--- src/rtl/digit_scan_pkg.sv ---
// Shared types and constants for the digit scanner: scan states, slot
// indices, MSD bit layout, blank code and the captured reading format.
package digit_scan_pkg;

   typedef enum logic [1:0] {
      ST_STOP = 2'd0,
      ST_DIG  = 2'd1,
      ST_GAP  = 2'd2
   } scan_state_t;

   localparam logic [1:0] SLOT_MSD   = 2'd0;
   localparam logic [1:0] SLOT_HUND  = 2'd1;
   localparam logic [1:0] SLOT_TENS  = 2'd2;
   localparam logic [1:0] SLOT_UNITS = 2'd3;

   localparam logic [3:0] BLANK_CODE = 4'hF;

   localparam int MSD_NTHOU = 3;
   localparam int MSD_POL   = 2;
   localparam int MSD_RANGE = 0;

   typedef struct packed {
      logic       udr;
      logic       ovr;
      logic       pol;
      logic       thou;
      logic [3:0] hund;
      logic [3:0] tens;
      logic [3:0] units;
   } reading_t;

   // MSD slot carries the half digit (inverted), polarity and range flag.
   function automatic logic [3:0] msd_code(input reading_t r);
      logic [3:0] c;
      c            = 4'b0000;
      c[MSD_NTHOU] = ~r.thou;
      c[MSD_POL]   = r.pol;
      c[MSD_RANGE] = r.ovr | r.udr;
      return c;
   endfunction

   // Counter only ever has to reach max(DWELL,GAP)-1; keep at least one bit.
   function automatic int cnt_width(input int a, input int b);
      int m;
      m = (a > b) ? a : b;
      return (m < 2) ? 1 : $clog2(m);
   endfunction

endpackage

--- src/rtl/digit_scan_timer.sv ---
// Dwell/gap sequencer for the four-slot scan frame. Exposes the values its
// state will take after the coming edge so the top can register its outputs
// on the same edge as the timer itself moves.
//
//  state   | meaning
//  ST_STOP | idle, no strobe, waiting for en at a frame boundary
//  ST_DIG  | digit strobe for the current slot is high
//  ST_GAP  | blank time after the current slot's digit
module digit_scan_timer
   import digit_scan_pkg::*;
#(
   parameter int DWELL = 18,
   parameter int GAP   = 2
) (
   input  logic        clk,
   input  logic        rst,
   input  logic        en,
   output scan_state_t state_n,
   output logic [1:0]  slot_n,
   output logic        frame_start,
   output logic        frame_end
);

   localparam int             CW       = cnt_width(DWELL, GAP);
   localparam logic [CW-1:0] DWELL_TC = CW'(DWELL - 1);
   localparam logic [CW-1:0] GAP_TC   = CW'(GAP - 1);

   scan_state_t   state;
   logic [1:0]    slot;
   logic [CW-1:0] cnt;
   logic [CW-1:0] cnt_n;

   // State, slot and phase counter registers.
   always_ff @(posedge clk) begin
      if (rst) begin
         state <= ST_STOP;
         slot  <= SLOT_MSD;
         cnt   <= '0;
      end else begin
         state <= state_n;
         slot  <= slot_n;
         cnt   <= cnt_n;
      end
   end

   // Next-state: counter restarts at every phase change; en only matters at frame boundary.
   always_comb begin
      state_n     = state;
      slot_n      = slot;
      cnt_n       = cnt;
      frame_start = 1'b0;
      case (state)
         ST_STOP: begin
            if (en) begin
               state_n     = ST_DIG;
               slot_n      = SLOT_MSD;
               cnt_n       = '0;
               frame_start = 1'b1;
            end
         end
         ST_DIG: begin
            if (cnt == DWELL_TC) begin
               state_n = ST_GAP;
               cnt_n   = '0;
            end else begin
               cnt_n = cnt + CW'(1);
            end
         end
         ST_GAP: begin
            if (cnt == GAP_TC) begin
               cnt_n = '0;
               if (slot == SLOT_UNITS) begin
                  slot_n = SLOT_MSD;
                  if (en) begin
                     state_n     = ST_DIG;
                     frame_start = 1'b1;
                  end else begin
                     state_n = ST_STOP;
                  end
               end else begin
                  slot_n  = slot + 2'd1;
                  state_n = ST_DIG;
               end
            end else begin
               cnt_n = cnt + CW'(1);
            end
         end
         default: begin
            state_n = ST_STOP;
            slot_n  = SLOT_MSD;
            cnt_n   = '0;
         end
      endcase
      frame_end = (state_n == ST_GAP) && (slot_n == SLOT_UNITS) && (cnt_n == GAP_TC);
   end

endmodule

--- src/rtl/digit_scan.sv ---
// Multiplexed BCD digit scanner. Readings are captured into a pending
// register on du and promoted to the display shadow only at frame start,
// so a frame never mixes two readings.
module digit_scan
   import digit_scan_pkg::*;
#(
   parameter int DWELL      = 18,
   parameter int GAP        = 2,
   parameter int ZERO_BLANK = 0
) (
   input  logic       clk,
   input  logic       rst,
   input  logic       en,
   input  logic       du,
   input  logic [3:0] d_units,
   input  logic [3:0] d_tens,
   input  logic [3:0] d_hund,
   input  logic       d_thou,
   input  logic       pol,
   input  logic       ovr,
   input  logic       udr,
   output logic [3:0] q,
   output logic [3:0] ds,
   output logic       eoc,
   output logic       bcd_err
);

   scan_state_t state_n;
   logic [1:0]  slot_n;
   logic        frame_start;
   logic        frame_end;

   reading_t    din;
   reading_t    pending;
   logic        pending_v;
   reading_t    shadow;
   reading_t    shadow_d;
   logic [3:0]  q_n;
   logic [3:0]  ds_n;
   logic        hund_blank;
   logic        tens_blank;
   logic        bad_bcd;

   digit_scan_timer #(
      .DWELL (DWELL),
      .GAP   (GAP)
   ) u_timer (
      .clk         (clk),
      .rst         (rst),
      .en          (en),
      .state_n     (state_n),
      .slot_n      (slot_n),
      .frame_start (frame_start),
      .frame_end   (frame_end)
   );

   assign din     = {udr, ovr, pol, d_thou, d_hund, d_tens, d_units};
   assign bad_bcd = (d_units > 4'd9) || (d_tens > 4'd9) || (d_hund > 4'd9);

   // Shadow about to be displayed: a du on the frame-start edge bypasses pending.
   always_comb begin
      shadow_d = shadow;
      if (frame_start) begin
         if (du) begin
            shadow_d = din;
         end else if (pending_v) begin
            shadow_d = pending;
         end
      end
   end

   // Digit code and strobe for the coming cycle, with optional leading-zero blanking.
   always_comb begin
      hund_blank = (ZERO_BLANK != 0) && !shadow_d.thou && (shadow_d.hund == 4'd0);
      tens_blank = hund_blank && (shadow_d.tens == 4'd0);
      q_n        = 4'd0;
      ds_n       = 4'd0;
      if (state_n == ST_DIG) begin
         ds_n = 4'b0001 << slot_n;
         case (slot_n)
            SLOT_MSD:  q_n = msd_code(shadow_d);
            SLOT_HUND: q_n = hund_blank ? BLANK_CODE : shadow_d.hund;
            SLOT_TENS: q_n = tens_blank ? BLANK_CODE : shadow_d.tens;
            default:   q_n = shadow_d.units;
         endcase
      end
   end

   // Capture registers, sticky BCD error flag and registered outputs.
   always_ff @(posedge clk) begin
      if (rst) begin
         pending   <= '0;
         pending_v <= 1'b0;
         shadow    <= '0;
         bcd_err   <= 1'b0;
         q         <= 4'd0;
         ds        <= 4'd0;
         eoc       <= 1'b0;
      end else begin
         shadow <= shadow_d;
         if (frame_start) begin
            pending_v <= 1'b0;
         end else if (du) begin
            pending   <= din;
            pending_v <= 1'b1;
         end
         if (du && bad_bcd) begin
            bcd_err <= 1'b1;
         end
         q   <= q_n;
         ds  <= ds_n;
         eoc <= frame_end;
      end
   end

endmodule
--- config.mk ---
export PLATFORM = sky130hd
export DESIGN_NAME = digit_scan
export DESIGN_NICKNAME = d
export VERILOG_FILES = /design/src/rtl/digit_scan_pkg.sv /design/src/rtl/digit_scan_timer.sv /design/src/rtl/digit_scan.sv
export SDC_FILE = /design/constraint.sdc
export NUM_CORES = 1
export LEC_CHECK = 0
export ABC_AREA = 1
export CAP_MARGIN = 15
export CORE_ASPECT_RATIO = 0.5
export CORE_MARGIN = 3
export CORE_UTILIZATION = 40
export CTS_BUF_LIST = sky130_fd_sc_hd__clkbuf_8 sky130_fd_sc_hd__clkbuf_16
export DETAILED_ROUTE_END_ITERATION = 8
export HOLD_SLACK_MARGIN = 0.03
export PLACE_DENSITY_LB_ADDON = 0.05
export SLEW_MARGIN = 15
export SYNTH_ARGS = -nofsm -noshare
export SYNTH_HDL_FRONTEND = slang
export SYNTH_HIERARCHICAL = 1
export SYNTH_SLANG_ARGS = --single-unit
--- constraint.sdc ---
create_clock -name clk -period 1.9 [get_ports clk]
set_input_delay 0.285 -clock clk [delete_from_list [all_inputs] [get_ports clk]]
set_output_delay 0.285 -clock clk [all_outputs]
set_load 0.01 [all_outputs]
# --- Word level (Yosys, flattened, before mapping) ---
# Index checks and enable logic that the tools add are counted.
totals:
  regBits: 52
  in_bits: 20
  output_inout_bits: 10
  elab_cells: 75
op_classes:
  add_sub_neg: 2
  order_cmp: 3
  eq_ne: 11
  n_shift: 1
  n_mux: 22
  n_bitwise: 4
  reduce_logical: 10
ops:
  columns: ["operator", "n"]
  rows:
  - ["16-bit 2-to-1 mux", 3]
  - ["5-bit 2-to-1 mux", 3]
  - ["5-bit one-hot mux with 3 select lines", 1]
  - ["4-bit greater-than comparator (second input constant)", 3]
  - ["2-bit 2-to-1 mux", 6]
  - ["2-bit one-hot mux with 3 select lines", 2]
  - ["4-bit one-hot mux with 3 select lines", 1]
  - ["2-bit equality test (second input constant)", 5]
  - ["5-bit by 1-bit equality test with 1-bit output (second input constant)", 2]
  - ["2-bit by 1-bit equality test with 1-bit output (second input constant)", 3]
  - ["5-bit by 1-bit adder with 5-bit output (second input constant)", 1]
  - ["5-bit equality test (second input constant)", 1]
  - ["1-bit 2-to-1 mux", 5]
  - ["2-bit zero test", 2]
  - ["2-bit OR reduction", 2]
  - ["1-bit by 2-bit << shifter with 4-bit output (first input constant)", 1]
  - ["1-bit logical AND", 3]
  - ["1-bit inverter", 3]
  - ["2-bit by 1-bit adder with 2-bit output (second input constant)", 1]
  - ["1-bit logical OR", 2]
  - ["1-bit one-hot mux with 2 select lines", 1]
  - ["2-bit AND reduction", 1]
  - ["1-bit OR", 1]

# --- Longest topological paths before layout ---
# Gate-level depths: netlist (run 1).
logic_depth:
  depth_word: 7
  depth_mapped: 15
  ltp_nobuf: 14

# --- Cells and area by module ---
# The synthesis (run 1) kept the hierarchy.
modules_own_cells:
  columns: ["mod", "instances", "cells_each", "area_each_um2", "seq_area_each_um2"]
  rows:
  - ["digit_scan", 1, 255, 1821.7, 860.8]
  - ["digit_scan_timer", 1, 93, 596.8, 180.2]

# --- Least setup slack after synthesis (run 1) ---
# Ideal clock, no wire load.
synth_timing:
  path_type: "flip-flop to flip-flop"
  start: "reg u_timer.cnt[1]"
  end: "reg q[2]"
  setup_time_ns: 0.111
  arrival_ns: 1.674
  required_ns: 1.789
  path_slack_ns: 0.114
  path_stages_with_launch: 16
  n_path_buf: 2
  period_less_slack_ns: 1.786
  path_cell_list: "dfxtp_1 -> inv_1 -> ha_1 -> nand3_2 -> nor2_2 -> nand3_1 -> nand2_1 -> buf_2 -> inv_1 -> nor2_2 -> buf_6 -> or2_1 -> nand3_1 -> nand2_1 -> nor2_1 -> nor2_1"
synth_between:
  elab_cells_between_ends: 17
  classes_between: "eq/ne (5); mux (9); bitwise (1); reduce/logical (2)"
synth_lines:
  columns: ["item", "line", "rtl"]
  rows:
  - ["start, declared", "digit_scan_timer.sv:30", "logic [CW-1:0] cnt;"]
  - ["start signal, assigned", "digit_scan_timer.sv:42", "cnt <= cnt_n;"]
  - ["5-bit by 1-bit equality test with 1-bit output", "digit_scan_timer.sv:70", "if (cnt == GAP_TC) begin"]
  - ["1-bit 2-to-1 mux", "digit_scan_timer.sv:70", null]
  - ["1-bit one-hot mux with 2 select lines", "digit_scan_timer.sv:52", "case (state)"]
  - ["via frame_start", "digit_scan.sv:30", "logic frame_start;"]
  - ["16-bit 2-to-1 mux", "digit_scan.sv:63", "if (frame_start) begin"]
  - ["4-bit one-hot mux with 3 select lines", "digit_scan.sv:80", "case (slot_n)"]
  - ["end signal, assigned", "digit_scan.sv:110", "q <= q_n;"]
  - ["end, declared", "digit_scan.sv:22", "output logic [3:0] q,"]
# The timed path passes the listed nets, and every way through them passes these cells.
# A chain may end at the register's enable or synchronous reset.

# --- Final worst setup path (run 1) ---
layout_timing:
  start: "reg u_timer.cnt[1]"
  end: "reg q[0]"
layout_between:
  elab_chain_cells: 6
  elab_cells_between_ends: 18
  classes_between: "eq/ne (5); mux (9); bitwise (2); reduce/logical (2)"
layout_lines:
  columns: ["item", "line", "rtl"]
  rows:
  - ["5-bit by 1-bit equality test with 1-bit output *", "digit_scan_timer.sv:70", null]
  - ["1-bit 2-to-1 mux *", "digit_scan_timer.sv:70", null]
  - ["1-bit one-hot mux with 2 select lines *", "digit_scan_timer.sv:52", null]
  - ["via frame_start", "digit_scan.sv:30", null]
  - ["16-bit 2-to-1 mux *", "digit_scan.sv:63", null]
  - ["1-bit OR", "digit_scan_pkg.sv:38", "c[MSD_RANGE] = r.ovr | r.udr;"]
  - ["4-bit one-hot mux with 3 select lines *", "digit_scan.sv:80", null]
# The timed path passes the listed nets; every way through them passes the cells marked *.

==> reports/metrics.yaml, run 1 <==
status:
  outcome: "finished, final reports clean"
floorplanning:
  io_pins: 30
  dieWidth_um: 116
  initial_core_util_pct: 42.7
  die_h_um: 61.0
  core_um2: 5660
  rows: 19
  fp.dieArea_um2: 7070
final_layout:
  final_nets: 429
  diodes: 0
  fin_area_um2: 3240
  final_core_util_pct: 57.3
  layout_commonest_cell: "nand2_1"
  final_cell_mix: "72 x nand2_1, 60 x nor2_1, 50 x dfxtp_1"
  area_delta_synth_final_pct: 34.1
  fillerInstances: 561
  drive_above_1_share_pct: 19.4
detailed_routing:
  detail_route.first_pass.iterations: 4
  wl_met3_um: 278
  met2_length_mm: 2.54
  drt-total-wl_mm: 5.98
  wl_met1_mm: 3.10
  drt_iter0_drc: 133
  routedWlPerCell_um: 12.5
  highest_layer: "met4"
  num_vias: 2278
  post-route-drc-count: 0
  ant_nets: 0
  vias_per_cell: 4.75
yosys:
  synth-main-ff-cell: "dfxtp_1"
  async_flop_share_pct: 0
  synth-compound-area-share_pct: 12.6
  yosys-top-cells-area: "dfxtp_1 43%, nand2_1 11%, nor2_1 9.6%"
  synth-xor-area-share_pct: 1.09
  synth_edf_count: 0
  synth_top_area_cell: "dfxtp_1"
  synth_mux_area_share_pct: 0
  synth.top_cell.area_share_pct: 43.0
  yosys.area_share.simple_pct: 32.1
  synth_top_family_by_area: "simple AND/OR/NAND/NOR gates"
  syn-cell-area_um2: 2420
  synth_warnings: 6
  avgSynthCellArea_um2: 6.95
  synth_cells: 348
  synth_nets: 371
  synth-seq-area-share_pct: 43.0
  synth_seq_cells: 52
  synthAdderAreaFrac_pct: 1.55
  ys_types: 30
place:
  dpl-instance-area_um2: 2980
  io_buffers: 29
  place.gp.congestion: 0.863
  place_ws_ps: -188
  dpl.hpwl_mm: 4.56
timing:
  setup_viol: 0
  finalWorstSetupSlack_ps: 104
  max-slew-margin-rel_pct: 79.3
  finClkSkew_ps: 7.37
  hold_violations: 0
  fmax_ghz: 0.557
  fin_crit_ps: 1800
  fin_crit_sh_pct: 94.5
  worst_pin_slew_ps: 310
  slew_viol_final: 0
  finalSetupTns_ps: 0
worst_setup_path:
  critical_path_class: "reg2reg"
  cp_data_required_time_ps: 2080
  cp.arrival_ps: 1980
  r2r_slack_ps: 100
  cp-end-kind: "register"
  cp-start-kind: "register"
  cp_max_fo: 11
clock_network:
  clkTransAtPathRegs_ps: 70
  insertion_delay_ps: 290
  cts_buffer_depth: 2
  clock-sinks: 52
  htree_levels: 2
  cts_made_buffers: 5
  cts-root-buf: "clkbuf_16"
  cts_tree: "done"
  hold_buffers: 0
pwr:
  p_leak_nw: 1.50
  finalPower_mw: 2.63
  ir_worst_vdd_mv: 0.341
  powerDensity_nw_per_um2: 811
global_route:
  first_global_vias: 2128
  antenna_found_initial: 0
  track_usage_pct: 18.5
  grt_pass1_wl_mm: 9.98
  grt_max_degree: 20
  grt-ovfl-total: 0
flow_run:
  maxCapViolations: 0
worst_hold_path:
  hold_class: "reg2reg"
cells in the mapped netlist, types with 5 or more instances:
cell type and instances:
a21oi_1 13, clkbuf_1 6, dfxtp_1 52, inv_1 37, nand2_1 73, nand2_2 5, nand3_1 20, nor2_1 62
o21ai_0 26, o22ai_1 8, or2_1 5
logic make-up (layout without fill, tap and decap cells):
group                    count (synthesis)  after routing
AND/OR/NAND/NOR                        181            181
AO/OA/AOI/OAI                           55             55
buffers and inverters                   54            113
flip-flops                              52             52
adder cells (fa/ha/maj)                  3              3
XOR/XNOR                                 3              3
state kept, by name, summed over array words and instances, names as in the netlist, 2 cells and up:
register and flops:
u_timer/state 2, ds 4, q 4, shadow 16, pending 16, u_timer/cnt 5, u_timer/slot 2
final timing paths:
path / from / cells after the start / to
min: pending[14] / 2 / pending[14]
max: u_timer/cnt[1] / 13 / q[0]
min reg2reg: pending[14] / 2 / pending[14]
max reg2reg: u_timer/cnt[1] / 13 / q[0]
stage by stage:
stage	hold WS (ps)	cells
final	458	480
after global placement	442	469
after CTS	458	477
after global routing	479	480
after detailed placement	447	469
after floorplan	420	348
layout make-up:
| cell class | instances | area, um2 | share of cell area [%] |
|---|---|---|---|
| clock inverter | 3 | 42.5 | 1.31 |
| timing repair buffer | 65 | 573 | 17.7 |
| sequential | 52 | 1040 | 32.2 |
| inverter | 40 | 153 | 4.70 |
| clock buffer | 5 | 125 | 3.86 |
| multi-input combinational | 242 | 1220 | 37.5 |
| tap | 73 | 91.3 | 2.82 |
layer usage:
metal,track usage (%),vias up
met2,29.2,38
met5,0,-
met1,25.6,1018
li1,-,1215
met3,4.88,7
met4,4.79,0
worst max-delay path, stage by stage, from the launching register on:
cell and delay [ps]:
dfxtp_2 320, inv_2 60, ha_4 130, nand3_4 90, nor2_4 130, nand3_2 80, nand2_2 130, buf_4 130
buf_4 160, nand2_1 100, nand3_1 90, nand3_1 80, nor2_1 130, nor2_1 70
where the power goes:
group	internal (mW)	total, mW	switching (mW)
logic	0.197	0.427	0.230
registers	1.16	1.19	0.0288
clock network	0.619	1.01	0.395
timing repair:
action	in CTS	in global routing
buffers inserted	0	3
endpoints found under the setup margin	3	23
gates cloned	0	0
gates resized for setup	1	22
pin swaps	0	10
(Power assumes the default switching activity.)
==> run 2, diff against run 1 <==
--- a/config.mk
+++ b/config.mk
@@ -9,7 +9,7 @@
 export CAP_MARGIN = 15
 export CORE_ASPECT_RATIO = 0.5
 export CORE_MARGIN = 3
-export CORE_UTILIZATION = 40
+export CORE_UTILIZATION = 31
 export CTS_BUF_LIST = sky130_fd_sc_hd__clkbuf_8 sky130_fd_sc_hd__clkbuf_16
 export DETAILED_ROUTE_END_ITERATION = 8
 export HOLD_SLACK_MARGIN = 0.03
==> run 2 against run 1 <==
Clock-buffer cell count did not move. First-iteration DRC count rose by 9.8%. Largest power group unchanged. Critical endpoint is now q[3]. Critical path type unchanged. Global-route usage fell by 3.1 points. Clock skew barely moved. Worst setup slack improved by 43 ps.
==> reports/metrics.yaml, run 2 (synthesis results as in run 1) <==
place:
  io_buffers: 29  # unchanged
  place.gp.congestion: 0.903  # +4.6%
  dpl.hpwl_mm: 4.88  # +6.9%
final_layout:
  layout_commonest_cell: "nand2_1"
  reg_top3: "pending (16), shadow (16), u_timer/cnt (5)"
  drive_above_1_share_pct: 20.5  # +1.1 points
  final_core_util_pct: 44.5  # -13 points
  final_cell_mix: "70 x nand2_1, 57 x nor2_1, 51 x dfxtp_1"
  fillerInstances: 773  # +38%
  final_nets: 432  # +0.70%
  area_delta_synth_final_pct: 37.4
  diodes: 0  # unchanged
timing:
  fin_crit_sh_pct: 92.3  # -2.3 points
  max-slew-margin-rel_pct: 61.7  # -18 points
  setup_viol: 0  # unchanged
  finClkSkew_ps: 7.59  # +0.224 ps
  slew_viol_final: 0  # unchanged
  fin_crit_ps: 1750  # -42.8 ps
  hold_violations: 0  # unchanged
  grt_setup_unrepaired: "false"
  fmax_ghz: 0.570  # +2.4%
  worst_pin_slew_ps: 574  # +264 ps
floorplanning:
  rows: 22  # +3
  core_um2: 7460  # +32%
  dieWidth_um: 131  # +13%
  initial_core_util_pct: 32.4  # -10 points
  io_pins: 30  # unchanged
  die_h_um: 68.5  # +12%
  fp.dieArea_um2: 8960  # +27%
worst_setup_path:
  cp-end-kind: "register"
  cp.arrival_ps: 1950  # -30 ps
  critical_path_class: "reg2reg"
  cp-start-kind: "register"
  cp_data_required_time_ps: 2090  # about the same
  cp_max_fo: 5  # -6
detailed_routing:
  detail_route.first_pass.iterations: 4  # unchanged
  post-route-drc-count: 0  # unchanged
  drt-total-wl_mm: 6.41  # +7.2%
  drt_iter0_drc: 146  # +9.8%
  num_vias: 2310  # +1.4%
  routedWlPerCell_um: 12.4  # -0.66%
  ant_nets: 0  # unchanged
  vias_per_cell: 4.46  # -6.0%
clock_network:
  insertion_delay_ps: 290  # about the same
  cts_tree: "done"
  clock-sinks: 52  # unchanged
  clkTransAtPathRegs_ps: 70  # about the same
  htree_levels: 2  # unchanged
  cts-root-buf: "clkbuf_16"
  cts_buffer_depth: 2  # unchanged
  cts_made_buffers: 5  # unchanged
pwr:
  finalPower_mw: 2.52  # -4.1%
  p_sw_share_pct: 26.7  # +1.9 points
  ir_worst_vdd_mv: 0.331  # -3.0%
  p_leak_nw: 1.53  # +2.1%
  power_frac_comb_pct: 17.7  # +1.5 points
  power_frac_clock_pct: 35.0  # -3.5 points
  seq_power_share_pct: 47.3  # +2.0 points
  p_sw_mw: 0.674  # +3.2%
  powerDensity_nw_per_um2: 760  # -6.3%
  p_int_mw: 1.85  # -6.5%
global_route:
  grt-ovfl-total: 0  # unchanged
  grt_pass1_wl_mm: 10.5  # +5.2%
  first_global_vias: 2177  # +2.3%
  track_usage_pct: 15.4  # -3.1 points
  grt_max_degree: 20  # unchanged
  antenna_found_initial: 0  # unchanged
worst_hold_path:
  hold_class: "reg2reg"
flow_run:
  maxCapViolations: 0  # unchanged
status:
  outcome: "finished, final reports clean"
run 2: cell count changes in the layout (fill, tap and decap cells not counted), moves of 3 or more:
cell | before | now
a21oi_1 | 13 | 10
inv_2 | 6 | 3
inv_1 | 33 | 38
nor2_2 | 3 | 6
nor2_1 | 60 | 57
a21oi_2 | 0 | 3
run 2: per-layer routing:
metal | GRT usage (%) | share of wire, % | up-vias | routed length [um]
met5 | 0 | 0 | - | 0
met4 | 4.23 | 1.0 | 0 | 67
met3 | 3.98 | 3.6 | 8 | 233
met2 | 22.7 | 41 | 33 | 2650
met1 | 22.3 | 54 | 1048 | 3460
li1 | - | - | 1221 | -
run 2: area by class of cell:
| type | count | area (um2) | area share, % |
|---|---|---|---|
| timing repair buffer | 68 | 594 | 17.9 |
| sequential | 52 | 1040 | 31.4 |
| clock buffer | 5 | 125 | 3.77 |
| multi-input combinational | 242 | 1260 | 37.8 |
| clock inverter | 3 | 16.3 | 0.490 |
| tap | 108 | 135 | 4.07 |
| inverter | 40 | 153 | 4.60 |
run 2: power groups by stage:
stage	registers [mW]	logic, mW	clock network (mW)
6_report	1.19	0.447	0.883
2_1_floorplan	1.21	0.239	0
5_1_grt	1.20	0.507	0.953
4_1_cts	1.19	0.430	0.910
3_3_place_gp	1.22	0.408	0
3_5_place_dp	1.22	0.411	0
run 2: final timing paths:
path / start / endpoint / slack [ps] / cells after the start
max reg2reg: u_timer/state[0] / q[3] / 150 / 13
min: pending[4] / pending[4] / 460 / 2
min reg2reg: pending[4] / pending[4] / 460 / 2
max: u_timer/state[0] / q[3] / 150 / 13
run 2: timing repair:
action / 4_1_cts / 5_1_grt
endpoints found under the hold margin: 0 / 0
gates resized for setup: 6 / 28
buffers inserted: 4 / 2
setup endpoints to repair: 7 / 15
hold buffers: 0 / 0
pin swaps: 1 / 4
run 2: critical path, stage by stage, from the launching register on:
cell and delay [ps]:
dfxtp_1 460, nor2_4 60, inv_1 120, nor2_4 50, nand3_2 70, nand2_4 80, inv_2 90, nor2_4 50
buf_4 130, or2_2 280, nand3_1 80, nand2_1 50, nor2_1 90, nor2_1 40
run 2: through the flow:
| stage | cells | worst slack [ps] | hold slack [ps] | cell area (um2) | TNS (ps) |
|---|---|---|---|---|---|
| detailed placement | 504 | -252 | 451 | 3010 | -1250 |
| CTS | 516 | 14.6 | 462 | 3200 | 0 |
| global placement | 504 | -250 | 440 | 3010 | -892 |
| global route | 518 | 0.260 | 487 | 3320 | 0 |
| floorplan | 348 | 114 | 420 | 2420 | 0 |
| finish | 518 | 147 | 460 | 3320 | 0 |
==> run 3, diff against run 2 <==
--- a/config.mk
+++ b/config.mk
@@ -9,7 +9,7 @@
 export CAP_MARGIN = 15
 export CORE_ASPECT_RATIO = 0.5
 export CORE_MARGIN = 3
-export CORE_UTILIZATION = 31
+export CORE_UTILIZATION = 45
 export CTS_BUF_LIST = sky130_fd_sc_hd__clkbuf_8 sky130_fd_sc_hd__clkbuf_16
 export DETAILED_ROUTE_END_ITERATION = 8
 export HOLD_SLACK_MARGIN = 0.03
==> run 3 against run 2 <==
Fmax is 1.1% lower. Clock skew rose by 3.2 ps. Non-clock buffer count down 13. Clock-buffer cell count increased by 1. Total power is 4.3% lower. Global-route usage up 3.3 points. Flip-flop and latch count unchanged. Sequential share of layout area up 2.2 points. Clock power is 8.8% lower. Wire length shrank 8.3%. Worst setup slack worse by 19 ps. Via count decreased by 1.3%.
==> reports/metrics.yaml, run 3 (synthesis results as in run 1) <==
timing:
  setup_viol: 0  # unchanged
  finClkSkew_ps: 10.7  # +3.15 ps
  max-slew-margin-rel_pct: 68.0  # +6.3 points
  fin_crit_sh_pct: 93.3  # +1.0 points
  hold_violations: 0  # unchanged
  finalWorstSetupSlack_ps: 127  # -19.2 ps
  fmax_ghz: 0.564  # -1.1%
  slew_viol_final: 0  # unchanged
  fin_crit_ps: 1770  # +19.2 ps
  worst_pin_slew_ps: 480  # -94.0 ps
final_layout:
  final_nets: 419  # -3.0%
  final_cell_mix: "72 x nand2_1, 59 x nor2_1, 50 x dfxtp_1"
  drive_above_1_share_pct: 16.9  # -3.6 points
  layout_commonest_cell: "nand2_1"
  diodes: 0  # unchanged
  stdcell_count: 467  # -9.8%
  reg_top3: "pending (16), shadow (16), u_timer/cnt (5)"
  area_delta_synth_final_pct: 28.3
place:
  place_ws_ps: -189  # +62.9 ps
  place.gp.congestion: 0.824  # -8.8%
  io_buffers: 29  # unchanged
  placed_cells: 456  # -9.5%
  dpl.hpwl_mm: 4.34  # -11%
floorplanning:
  die_h_um: 57.8  # -16%
  rows: 18  # -18%
  io_pins: 30  # unchanged
  dieWidth_um: 110  # -16%
  fp.dieArea_um2: 6340  # -29%
  initial_core_util_pct: 47.9  # +16 points
  core_um2: 5040  # -32%
clock_network:
  insertion_delay_ps: 310  # +20 ps
  clkTransAtPathRegs_ps: 100  # +30 ps
  cts_buffer_depth: 2  # unchanged
  cts-root-buf: "clkbuf_8"
  cts_tree: "done"
  htree_levels: 2  # unchanged
  hold_buffers: 0  # unchanged
  clock-sinks: 52  # unchanged
  cts_made_buffers: 5  # unchanged
pwr:
  finalPower_mw: 2.42  # -4.3%
  powerDensity_nw_per_um2: 778  # +2.4%
  p_leak_nw: 1.43  # -6.8%
  ir_worst_vdd_mv: 0.405  # +22%
detailed_routing:
  detail_route.first_pass.iterations: 5  # +1
  vias_per_cell: 4.88  # +9.4%
  drt-total-wl_mm: 5.88  # -8.3%
  ant_nets: 0  # unchanged
  routedWlPerCell_um: 12.6  # +1.7%
  post-route-drc-count: 0  # unchanged
  drt_iter0_drc: 132  # -9.6%
  num_vias: 2279  # -1.3%
global_route:
  grt_pass1_wl_mm: 9.36  # -11%
  track_usage_pct: 18.7  # +3.3 points
  first_global_vias: 2118  # -2.7%
  antenna_found_initial: 0  # unchanged
  grt_max_degree: 21  # +5.0%
  grt-ovfl-total: 0  # unchanged
worst_setup_path:
  cp-end-kind: "register"
  cp-start-kind: "register"
  cp_max_fo: 20  # +15
  cp.arrival_ps: 1980  # +30 ps
  critical_path_class: "reg2reg"
  cp_data_required_time_ps: 2110  # +20 ps
flow_run:
  maxCapViolations: 0  # unchanged
worst_hold_path:
  hold_class: "reg2reg"
status:
  outcome: "finished, final reports clean"
[run 3: cell count changes in the layout (fill, tap and decap cells not counted), sizes merged]
cell    delta
bufinv     +1
clkbuf     +1
inv        -2
buf       -13
[run 3: timing repair]
item | CTS | global route
cloned | 0 | 1
pin swaps | 0 | 5
endpoints found under the setup margin | 3 | 24
setup buffers | 0 | 2
resized for setup | 2 | 21
[run 3: worst paths after layout]
path	startpoint	to	slack, ps	depth (start not counted)
setup / recovery	u_timer/cnt[3]	pending[6]	130	9
hold / removal	pending[8]	pending[8]	470	2
setup reg to reg	u_timer/cnt[3]	pending[6]	130	9
hold reg to reg	pending[8]	pending[8]	470	2
[run 3: area by class of cell]
type,count,area (um2)
Clock buffer,6,82.6
Clock inverter,2,38.8
Fill cell,478,1940
Inverter,40,153
Multi-Input combinational cell,242,1200
Sequential cell,52,1040
Tap cell,70,87.6
Timing Repair Buffer,55,497
[run 3: metal layers]
| layer | global-route usage, % | wire length (um) |
|---|---|---|
| met2 | 28.7 | 2620 |
| met1 | 27.4 | 2960 |
| met3 | 3.78 | 257 |
| met5 | 0 | 0 |
| met4 | 4.26 | 35 |
[run 3: power breakdown]
group	internal, mW	switching [mW]	leakage (nW)
clock	0.431	0.374	0.0614
combinational	0.188	0.230	0.937
sequential	1.16	0.0305	0.428
total	1.78	0.634	1.43
[run 3: stage by stage]
stage	instance area, um2	setup TNS, ps	utilization [%]	hold slack [ps]
floorplan	2420	0	-	420
finish	3100	0	61.5	465
CTS	3010	0	59.7	463
global route	3100	-55.2	61.5	484
global placement	2890	-659	57.3	441
detailed placement	2890	-1200	57.3	449
[run 3: worst max-delay path, stage by stage (launching register included)]
cell     delay [ps]
dfxtp_1         360
nor2_2          190
nand3_4         110
nor2_4          110
nand3_2          70
nand2_2         140
buf_8           170
nor2_1          100
buf_4           160
o221a_2         260
